==> src/rtl/ram_fifo_ctrl.sv <==
// ram_fifo_ctrl: valid/ready FIFO built around a single-port RAM with registered read data plus a one-word output stage
module ram_fifo_ctrl #(
  parameter int ADDRESS_WIDTH = 5,
  parameter int DATA_WIDTH = 32
) (
  input  logic                     clk_i,
  input  logic                     rst_i,
  input  logic [DATA_WIDTH-1:0]    s_data_i,
  input  logic                     s_valid_i,
  output logic                     s_ready_o,
  output logic [DATA_WIDTH-1:0]    m_data_o,
  output logic                     m_valid_o,
  input  logic                     m_ready_i,
  output logic [ADDRESS_WIDTH:0]   level_o,
  output logic [ADDRESS_WIDTH-1:0] ram_addr_o,
  output logic [DATA_WIDTH-1:0]    ram_data_o,
  output logic                     ram_we_o,
  input  logic [DATA_WIDTH-1:0]    ram_data_i
);
  localparam int DEPTH = 1 << ADDRESS_WIDTH;
  localparam logic [ADDRESS_WIDTH:0] FULL = (ADDRESS_WIDTH + 1)'(DEPTH);
  logic [ADDRESS_WIDTH-1:0] wr_ptr, rd_ptr;
  logic [ADDRESS_WIDTH:0]   ram_count;
  logic                     rd_pending, out_valid, last_rd;
  logic [DATA_WIDTH-1:0]    out_reg;
  logic                     pop, rd_want, wr_want, rd_grant, wr_grant;
  // arbitration of the single RAM port and the stream handshakes
  always_comb begin
    m_valid_o  = out_valid | rd_pending;
    m_data_o   = out_valid ? out_reg : ram_data_i;
    pop        = m_valid_o & m_ready_i;
    rd_want    = (ram_count != '0) & (!m_valid_o | pop);
    wr_want    = !rst_i & s_valid_i & (ram_count != FULL);
    rd_grant   = rd_want & (!wr_want | !last_rd);
    wr_grant   = wr_want & !rd_grant;
    s_ready_o  = !rst_i & (ram_count != FULL) & !rd_grant;
    ram_we_o   = wr_grant;
    ram_addr_o = wr_grant ? wr_ptr : rd_ptr;
    ram_data_o = s_data_i;
    level_o    = ram_count + (ADDRESS_WIDTH + 1)'(m_valid_o);
  end
  // pointers, occupancy, output stage capture and round-robin history
  always_ff @(posedge clk_i or posedge rst_i) begin
    if (rst_i) begin
      wr_ptr     <= '0;
      rd_ptr     <= '0;
      ram_count  <= '0;
      rd_pending <= 1'b0;
      out_valid  <= 1'b0;
      out_reg    <= '0;
      last_rd    <= 1'b1;
    end else begin
      if (wr_grant) wr_ptr <= wr_ptr + 1'b1;
      if (rd_grant) rd_ptr <= rd_ptr + 1'b1;
      if (wr_grant) ram_count <= ram_count + 1'b1;
      else if (rd_grant) ram_count <= ram_count - 1'b1;
      rd_pending <= rd_grant;
      if (pop) out_valid <= 1'b0;
      else if (rd_pending) begin
        out_valid <= 1'b1;
        out_reg   <= ram_data_i;
      end
      if (rd_want & wr_want) last_rd <= rd_grant;
    end
  end
endmodule

==> config.mk <==
export PLATFORM = sky130hd
export DESIGN_NAME = ram_fifo_ctrl
export DESIGN_NICKNAME = d
export VERILOG_FILES = /design/src/rtl/ram_fifo_ctrl.sv
export SDC_FILE = /design/constraint.sdc
export NUM_CORES = 1
export LEC_CHECK = 0
export CORE_ASPECT_RATIO = 0.7
export CORE_MARGIN = 10
export CORE_UTILIZATION = 44
export DETAILED_ROUTE_END_ITERATION = 7
export GPL_TIMING_DRIVEN = 0
export PLACE_DENSITY = 0.86
export SKIP_LAST_GASP = 1
export SLEW_MARGIN = 20
export SYNTH_ARGS = -nofsm -noshare
export SYNTH_HDL_FRONTEND = slang
export SYNTH_SLANG_ARGS = --single-unit
==> constraint.sdc <==
create_clock -name clk_i -period 6.6 [get_ports clk_i]
set_input_delay 0.99 -clock clk_i [delete_from_list [all_inputs] [get_ports clk_i]]
set_output_delay 0.99 -clock clk_i [all_outputs]
set_load 0.05 [all_outputs]
==> impl_metrics.toml <==
[run_status]
status = "complete, no violations"

[clock_tree]
clk_pin_slew_ns = 0.10
post_cts_buffers = 0
cts_resized = 0
cts_buffer_depth = 2
hold_buffers = 0
htreeDepth = 2
clk-insertion-delay-late_ns = 0.30
numCtsBuffers = 5
cts_tree = "yes"
cts_sinks = 51
cts-root-buf = "clkbuf_8"

[sta]
worst_pin_slew_ns = 0.680
slew_headroom_pct = 54.6
rsz0062_at_grt = "false"
max_freq_mhz = 223
setup_viol = 0
setup_tns_ns = 0
hold_ws_ns = 0.480
drv_slew = 0
fin_crit_sh_pct = 68.1
fin_crit_ns = 4.49
clock_skew_ns = 0.00654
hold_viol_final = 0

[logic_synthesis]
synth_mux_area_share_pct = 24.8
yosysSeqAreaShare_pct = 43.1
synthAdderAreaFrac_pct = 4.05
postSynthAreaPerCell_um2 = 11.6
synth_compound_area_share_pct = 5.78
yosysUniqueCellTypes = 35
syn_inst = 255
synth-xor-area-share_pct = 5.31
synth_nets = 332
yosys.area_share.simple_pct = 6.41
ys_ff_latch = 51
synth_top_family_by_area = "multiplexers"
yosys_warnings = 0
mappedNetlistArea_um2 = 2970

[critical_path]
slowest_stage = "clkdlybuf4s50_1"
path_buf_inv = 3
cp.arrival_ns = 3.50
rrSetupSlack_ns = 3.56
r2r_cells = 10
crit_path_cell_trace = "clkdlybuf4s50_1, o21bai_1, inv_1, o311ai_4, nand2_1, nand2_1, clkdlybuf4s50_1"
end_kind = "output port"
cp_top_family = "buffers and inverters"
r2r-end = "ram_count[5]$_DFFE_PP0P_"
path_max_fanout = 12
critPathKind = "in -> out"
critPathRequiredTime_ns = 5.61
max_stage_delay_ns = 0.80
cp-start-kind = "input port"
timing.rr.start = "out_valid$_DFFE_PP0P_"

[power]
clkPwrFrac_pct = 11.0
p_sw_uw = 930
internal_power_uw = 1070
seqPwrFrac_pct = 28.6
p_comb_share_pct = 60.5
power_uw = 2000
swShare_pct = 46.6
p_leak_uw = 0.00183
ir_drop_mv = 0.235
pwr_density_cell_nw_per_um2 = 459

[finish]
final_common_cell = "clkdlybuf4s50_1"
num-nets-final = 453
seqCellArea_um2 = 1280
fin_cells = 468
fillers = 505
n_antenna_cell = 0
largest_register_ffs = 32
drive_above_1_share_pct = 30.2
syn2layout_area_growth_pct = 46.4
multi_input_area_um2 = 1380
final_cell_mix = "113 x clkdlybuf4s50_1, 64 x mux2_2, 50 x dfrtp_1, 32 x buf_4, 26 x nand2_1"

[detailed_routing]
wl_per_cell_um = 17.2
drt_wl_total_um = 8030
remaining_drc_errors = 0
vias_per_cell = 4.86
firstDrtPassIters = 4
ant_nets = 0
vias = 2274
drtIter0Drc = 59

[grt]
antenna_found_initial = 0
grt_usage_pct = 14.6
grt_overflow = 0
grt_first_pass_wirelength_um = 12600
grt_start_max_net_pins = 28
grt_pass1_vias = 2494

[job]
cap_violations = 0

[placed_design]
port-buffer-count = 113
post-dp-hpwl_um = 6630
place_inst = 460
gp_congestion = 0.836

[floorplanning]
rows = 24
core_area_um2 = 6400
initial_core_util_pct = 46.4
die_y_um = 88.7
die_area_um2 = 10500
die_x_um = 118
io_pins = 146

[min_path]
min-delay-start = "wr_ptr[4]$_DFFE_PP0P_"
hold-path-endpoint = "wr_ptr[4]$_DFFE_PP0P_"
min_path_cells = 1
hold_path_class = "reg -> reg"
==> final cells by class <==
type	instances	area share [%]
well taps	91	2.62
inverters	7	0.662
multi-input cells	155	31.7
repair buffers	114	26.5
flip-flops and latches	51	29.4
clock buffers	5	1.58
clock inverters	3	1.01
plain buffers	42	6.57
==> cell usage after synthesis, drive strengths merged <==
library cell	number	share of area [%]
or2	1	0.21
o311ai	1	0.89
and3	1	0.21
nand4	4	0.84
nand2	26	3.3
o21bai	3	0.76
a21boi	1	0.25
nor4	1	0.21
nand3	3	0.51
o2bb2ai	1	0.30
o22ai	1	0.42
dfrtp	50	42
dfstp	1	0.89
ha	8	3.4
nor2b	2	0.42
o21ai	5	0.84
o21a	1	0.25
a21o	3	0.76
or4	1	0.38
fa	1	0.67
clkbuf	5	0.63
a211oi	2	0.51
xnor2	12	3.5
inv	7	0.97
nand2b	1	0.21
xor2	6	1.8
mux2	65	25
a21oi	3	0.51
buf	37	9.0
o31a	1	0.30
nor2	1	0.13
==> power groups by stage <==
| stage | sequential, uW | clock [uW] | combinational [uW] |
|---|---|---|---|
| global placement | 561 | 0 | 1180 |
| finish | 570 | 219 | 1210 |
| detailed placement | 576 | 0 | 1210 |
| CTS | 569 | 224 | 1220 |
| global route | 589 | 239 | 1290 |
| floorplan | 539 | 0 | 889 |
==> stage by stage <==
step / cell area (um2) / util [%] / setup slack [ns]
floorplan: 2970 / - / 2.81
global placement: 4210 / 65.8 / 2.16
detailed placement: 4230 / 66.2 / 2.09
CTS: 4340 / 67.9 / 2.08
global route: 4340 / 67.9 / 1.94
finish: 4340 / 67.9 / 2.11
==> how the worst max path moves through the flow <==
| stage | startpoint | end | cells past startpoint |
|---|---|---|---|
| finish | m_ready_i | ram_addr_o[0] | 7 |
| global route | m_ready_i | ram_addr_o[0] | 7 |
| CTS | m_ready_i | ram_addr_o[0] | 7 |
| detailed placement | m_ready_i | ram_addr_o[0] | 7 |
| global placement | m_ready_i | ram_addr_o[1] | 8 |
| floorplan | m_ready_i | s_ready_o | 5 |
==> kinds of logic (layout without fill, tap and decap cells) <==
| kind of cell | Yosys count | count (layout) |
|---|---|---|
| multiplexers | 65 | 65 |
| flip-flops | 51 | 51 |
| buffers and inverters | 49 | 171 |
| AND/OR/NAND/NOR | 41 | 41 |
| AO/OA/AOI/OAI | 22 | 22 |
| XOR/XNOR | 18 | 18 |
| adder cells (fa/ha/maj) | 9 | 9 |
==> worst reg2reg max path: stages, from the launching register on <==
cell	delay, ns
dfrtp_1	0.37
clkbuf_1	0.21
o21bai_1	0.37
inv_1	0.15
o311ai_4	0.64
ha_1	0.37
a211oi_1	0.27
o21bai_1	0.12
a21o_1	0.22
o21a_1	0.11
o2bb2ai_1	0.11
==> metal layers <==
metal / GRT usage, % / wire length, um / vias to the layer above
met5: 0 / 0 / -
met1: 16.6 / 3180 / 1114
met3: 5.15 / 512 / 7
li1: - / - / 1091
met2: 26.5 / 4280 / 62
met4: 2.57 / 51 / 0
(Power assumes the default switching activity.)
==> RTL edit 1, RTL diff (config.mk and constraints unchanged) <==
Reset style: synchronous (`rst_i`), changed in one clocked block.
--- a/src/rtl/ram_fifo_ctrl.sv
+++ b/src/rtl/ram_fifo_ctrl.sv
@@ -42,3 +42,3 @@
   // pointers, occupancy, output stage capture and round-robin history
-  always_ff @(posedge clk_i or posedge rst_i) begin
+  always_ff @(posedge clk_i) begin
     if (rst_i) begin
Check against the original RTL: differs if rst_i is asserted again (counterexample within 4 cycles, from zero or initial values and one cycle with rst_i high); with rst_i held inactive, the same outputs for 10 cycles.
==> RTL edit 1 against the unedited design <==
Setup slack better by 0.061 ns. Sequential cell count is the same. Synthesized area down 0.59%. Routed wire length increased by 9.8%. Cell area fell by 1.5%. Worst hold slack lost 0.020 ns. Global-route usage up 1.2 points. Largest power group unchanged. Total power is 28% lower. Clock power fell by 12%.
==> RTL edit 1: results (changes against the unedited design) <==
cells_and_area:
  n_all_buffers: 163  # was 156
  buf_share_pct: 34.1  # was 33.1%
  multi_input_area_share_pct: 36.5  # was 31.7%
  fillers: 557  # was 505
  nMultiInputCombCells: 234  # was 155
  clk_share_pct: 2.25  # was 2.59%
  fin_cells: 554  # was 468
  layout.area.seq_mm2: 0.00102  # was 0.00128 mm^2
  inv_count: 7  # unchanged
  nNetsFinal: 539  # was 453
  drive_gt1_share_pct: 19.4  # was 30.2%
hold_path:
  hold_path_startpoint: "out_reg[25]"  # was wr_ptr[4]
  min_to: "out_reg[25]"  # was wr_ptr[4]
  hold_depth: 2  # was 1
timing:
  holdWs_ns: 0.461  # was 0.480 ns
  max-slew-margin-rel_pct: 60.8  # was 54.6%
  finalClockSkew_ns: 0.00628  # was 0.00654 ns
power_and_ir_drop:
  p_clk_share_pct: 13.5  # was 11.0%
  internal_power_mw: 0.770  # was 1.07 mW
  p_leak_nw: 1.66  # was 1.83 nW
  comb_power_mw: 0.826  # was 1.21 mW
yosys:
  synthMuxAreaShare_pct: 16.2  # was 24.8%
  synth_fa_ha_area_share_pct: 4.07  # was 4.05%
  synthArstFlopShare_pct: 0  # was 100%
  synth_area_leaders: "dfxtp_1 35%, mux2_2 15%, nand2_1 8.4%"  # was dfrtp_1 42%, mux2_2 24%, buf_4 8.1%
  synth_fp_nets: 420  # was 332
  synth_xor_xnor_area_share_pct: 3.86  # was 5.31%
  syn_area_mm2: 0.00295  # was 0.00297 mm^2
  ys.flop_type: "dfxtp_1"  # was dfrtp_1
  synth_cell_types: 43  # was 35
  synth.avg_cell_area_um2: 8.60  # was 11.6 um^2
  synth_compound_gate_area_share_pct: 12.3  # was 5.78%
critical_path:
  r2r-end: "ram_count[5]"  # unchanged
  crit_start: "s_valid_i"  # was m_ready_i
  arrival_ns: 3.44  # was 3.50 ns
  rrSetupSlack_ns: 3.46  # was 3.56 ns
  cp-endpoint: "s_ready_o"  # was ram_addr_o[0]
  timing.rr.start: "ram_count[0]"  # was out_valid
  cp_max_fo: 6  # was 12
status:
  status: "finished, final reports clean"  # unchanged
placed_design:
  hpwl_um: 7080  # was 6630 um
  placed_cell_area_mm2: 0.00418  # was 0.00423 mm^2
  io_buffer_count: 112  # was 113
  place_congestion: 0.826  # was 0.836
global_route:
  grt_usage_pct: 15.8  # was 14.6%
  grt_pass1_vias: 2832  # was 2494
  grt_max_degree: 19  # was 28
  grt_pass1_wl_um: 13800  # was 12600 um
drt:
  drt-wirelength-per-cell_um: 15.9  # was 17.2 um
  avgViaCountPerCell: 5.00  # was 4.86
  drtPass1Iterations: 5  # was 4
-- RTL edit 1: changes by cell type after synthesis, sizes merged, moves of 4 or more --
cell / unedited run / this run
mux2i: 0 / 5
nand2: 26 / 66
a21oi: 3 / 37
nor2b: 2 / 6
nor2: 1 / 13
mux2: 65 / 38
xnor2: 12 / 8
nand3: 3 / 10
clkbuf: 5 / 17
dfxtp: 0 / 51
dfrtp: 50 / 0
-- RTL edit 1: through the flow --
stage | power, mW | utilization (%) | setup WS, ns
floorplan | 1.01 | - | 2.68
global placement | 1.22 | 65.7 | 2.25
detailed placement | 1.24 | 65.7 | 2.24
CTS | 1.44 | 67.2 | 2.18
global route | 1.52 | 67.2 | 2.05
finish | 1.43 | 67.2 | 2.17
-- RTL edit 1: layer usage --
metal  vias up  GRT usage, %  wire length (um)
met5         -             0                 0
met2        80          30.0              4630
met3         4          4.45               476
li1       1366             -                 -
met4         0          3.47                75
met1      1320          17.3              3630
==> RTL edit 2, RTL diff (same settings) <==
Made on the original files. Change the parameter `DATA_WIDTH` from 32 to 16.
--- a/src/rtl/ram_fifo_ctrl.sv
+++ b/src/rtl/ram_fifo_ctrl.sv
@@ -3,3 +3,3 @@
   parameter int ADDRESS_WIDTH = 5,
-  parameter int DATA_WIDTH = 32
+  parameter int DATA_WIDTH = 16
 ) (
Interface: changed (resized m_data_o, ram_data_i, ram_data_o and s_data_i); port bits go from 146 to 82. The function was not compared with the original's and may differ.
==> RTL edit 2 against the unedited design <==
Maximum frequency grew 2.9%. Worst hold slack lost 0.0030 ns. Total power shrank 27%. Synthesized area shrank 30%. Critical endpoint is now ram_addr_o[1]. Synthesized cell count shrank 28%. Sequential cell count shrank 16. Highest routed layer unchanged. Largest power group unchanged. Sequential share of layout area grew 0.81 points. Non-clock buffer count shrank 69. Combinational power shrank 29%. Setup slack gained 0.13 ns. Critical path depth grew 1. Cell area shrank 33%. Routed wire length shrank 39%.
==> RTL edit 2: results (changes against the unedited design) <==
cells_and_area:
  inv_count: 6  # was 7
  sh_seq_area_pct: 30.2  # was 29.4%
  multi_input_area_share_pct: 35.0  # was 31.7%
  n_all_buffers: 87  # was 156
  nMultiInputCombCells: 120  # was 155
  clk_share_pct: 3.58  # was 2.59%
  num-clock-buffers: 7  # was 5
  fillers: 389  # was 505
  buf_share_pct: 28.0  # was 33.1%
  fin_cells: 311  # was 468
  drive_gt1_share_pct: 27.3  # was 30.2%
global_route:
  use_met1_pct: 14.9  # was 16.6%
  grt_pass1_wl_um: 7850  # was 12600 um
  grt_usage_pct: 12.4  # was 14.6%
  use_met2_pct: 19.4  # was 26.5%
  grt_max_degree: 36  # was 28
  grt_pass1_vias: 1559  # was 2494
timing:
  tightest_slew_ns: 0.735  # was 0.680 ns
  holdWs_ns: 0.477  # was 0.480 ns
  finalClockSkew_ns: 0.00261  # was 0.00654 ns
critical_path:
  crit_family: "buffers and inverters"  # unchanged
  cp-endpoint: "ram_addr_o[1]"  # was ram_addr_o[0]
  cpPeakStageDelay_ns: 0.70  # was 0.80 ns
  timing.rr.start: "ram_count[0]"  # was out_valid
  rrSetupSlack_ns: 3.92  # was 3.56 ns
  rr_worst_depth: 9  # was 10
hold_path:
  min_to: "rd_ptr[4]"  # was wr_ptr[4]
  hold_path_startpoint: "rd_ptr[4]"  # was wr_ptr[4]
drt:
  met1_length_um: 2050  # was 3180 um
  avgViaCountPerCell: 4.97  # was 4.86
  dr_wl_met2_um: 2390  # was 4280 um
  met3_length_um: 413  # was 512 um
  drt-wirelength-per-cell_um: 15.7  # was 17.2 um
placed_design:
  hpwl_um: 3850  # was 6630 um
  dp.cells: 303  # was 460
  io_buffer_count: 65  # was 113
clock_tree:
  path_clk_slew_ns: 0.07  # was 0.10 ns
  clkLatencyLatePin_ns: 0.29
  cts_htree_levels: 2  # unchanged
yosys:
  synth_xor_xnor_area_share_pct: 7.58  # was 5.31%
  yosys-top-cells-count: "34 x dfrtp_1, 33 x mux2_2, 26 x nand2_1"  # was 64 x mux2_2, 50 x dfrtp_1, 32 x buf_4
  synth_cell_types: 34  # was 35
  synth_compound_gate_area_share_pct: 7.46  # was 5.78%
  synth_fp_nets: 228  # was 332
  synth_area_leaders: "dfrtp_1 41%, mux2_2 18%, buf_4 6.1%"  # was dfrtp_1 42%, mux2_2 24%, buf_4 8.1%
  synth.avg_cell_area_um2: 11.4  # was 11.6 um^2
  synthMuxAreaShare_pct: 18.4  # was 24.8%
  synth_fa_ha_area_share_pct: 5.78  # was 4.05%
  synth_seq_cells: 35  # was 51
status:
  status: "finished, final reports clean"  # unchanged
power_and_ir_drop:
  p_leak_nw: 1.24  # was 1.83 nW
  vdd_drop_max_uv: 267  # was 235 uV
==> RTL edit 2: kinds of logic (layout without fill, tap and decap cells) <==
family / Yosys count / in the layout
adders and majority gates: 9 / 9
AOI/OAI and AO/OA: 18 / 18
DFF: 35 / 35
buffers and inverters: 28 / 101
xor gates and xnor gates: 18 / 18
muxes: 34 / 34
and+or+nand+nor: 41 / 41
==> RTL edit 2: through the flow <==
| stage | setup WS [ns] | util [%] | instance area (um^2) |
|---|---|---|---|
| after floorplan | 2.74 | - | 2080 |
| after global placement | 2.23 | 62.8 | 2800 |
| after detailed placement | 2.20 | 62.8 | 2800 |
| after CTS | 2.19 | 65.2 | 2900 |
| after global routing | 2.07 | 65.2 | 2900 |
| final | 2.23 | 65.2 | 2900 |
==> RTL edit 2: power by group <==
group	switching, mW	internal [mW]
clock network	0.0798	0.0949
logic	0.508	0.355
registers	0.0980	0.315
total	0.686	0.765
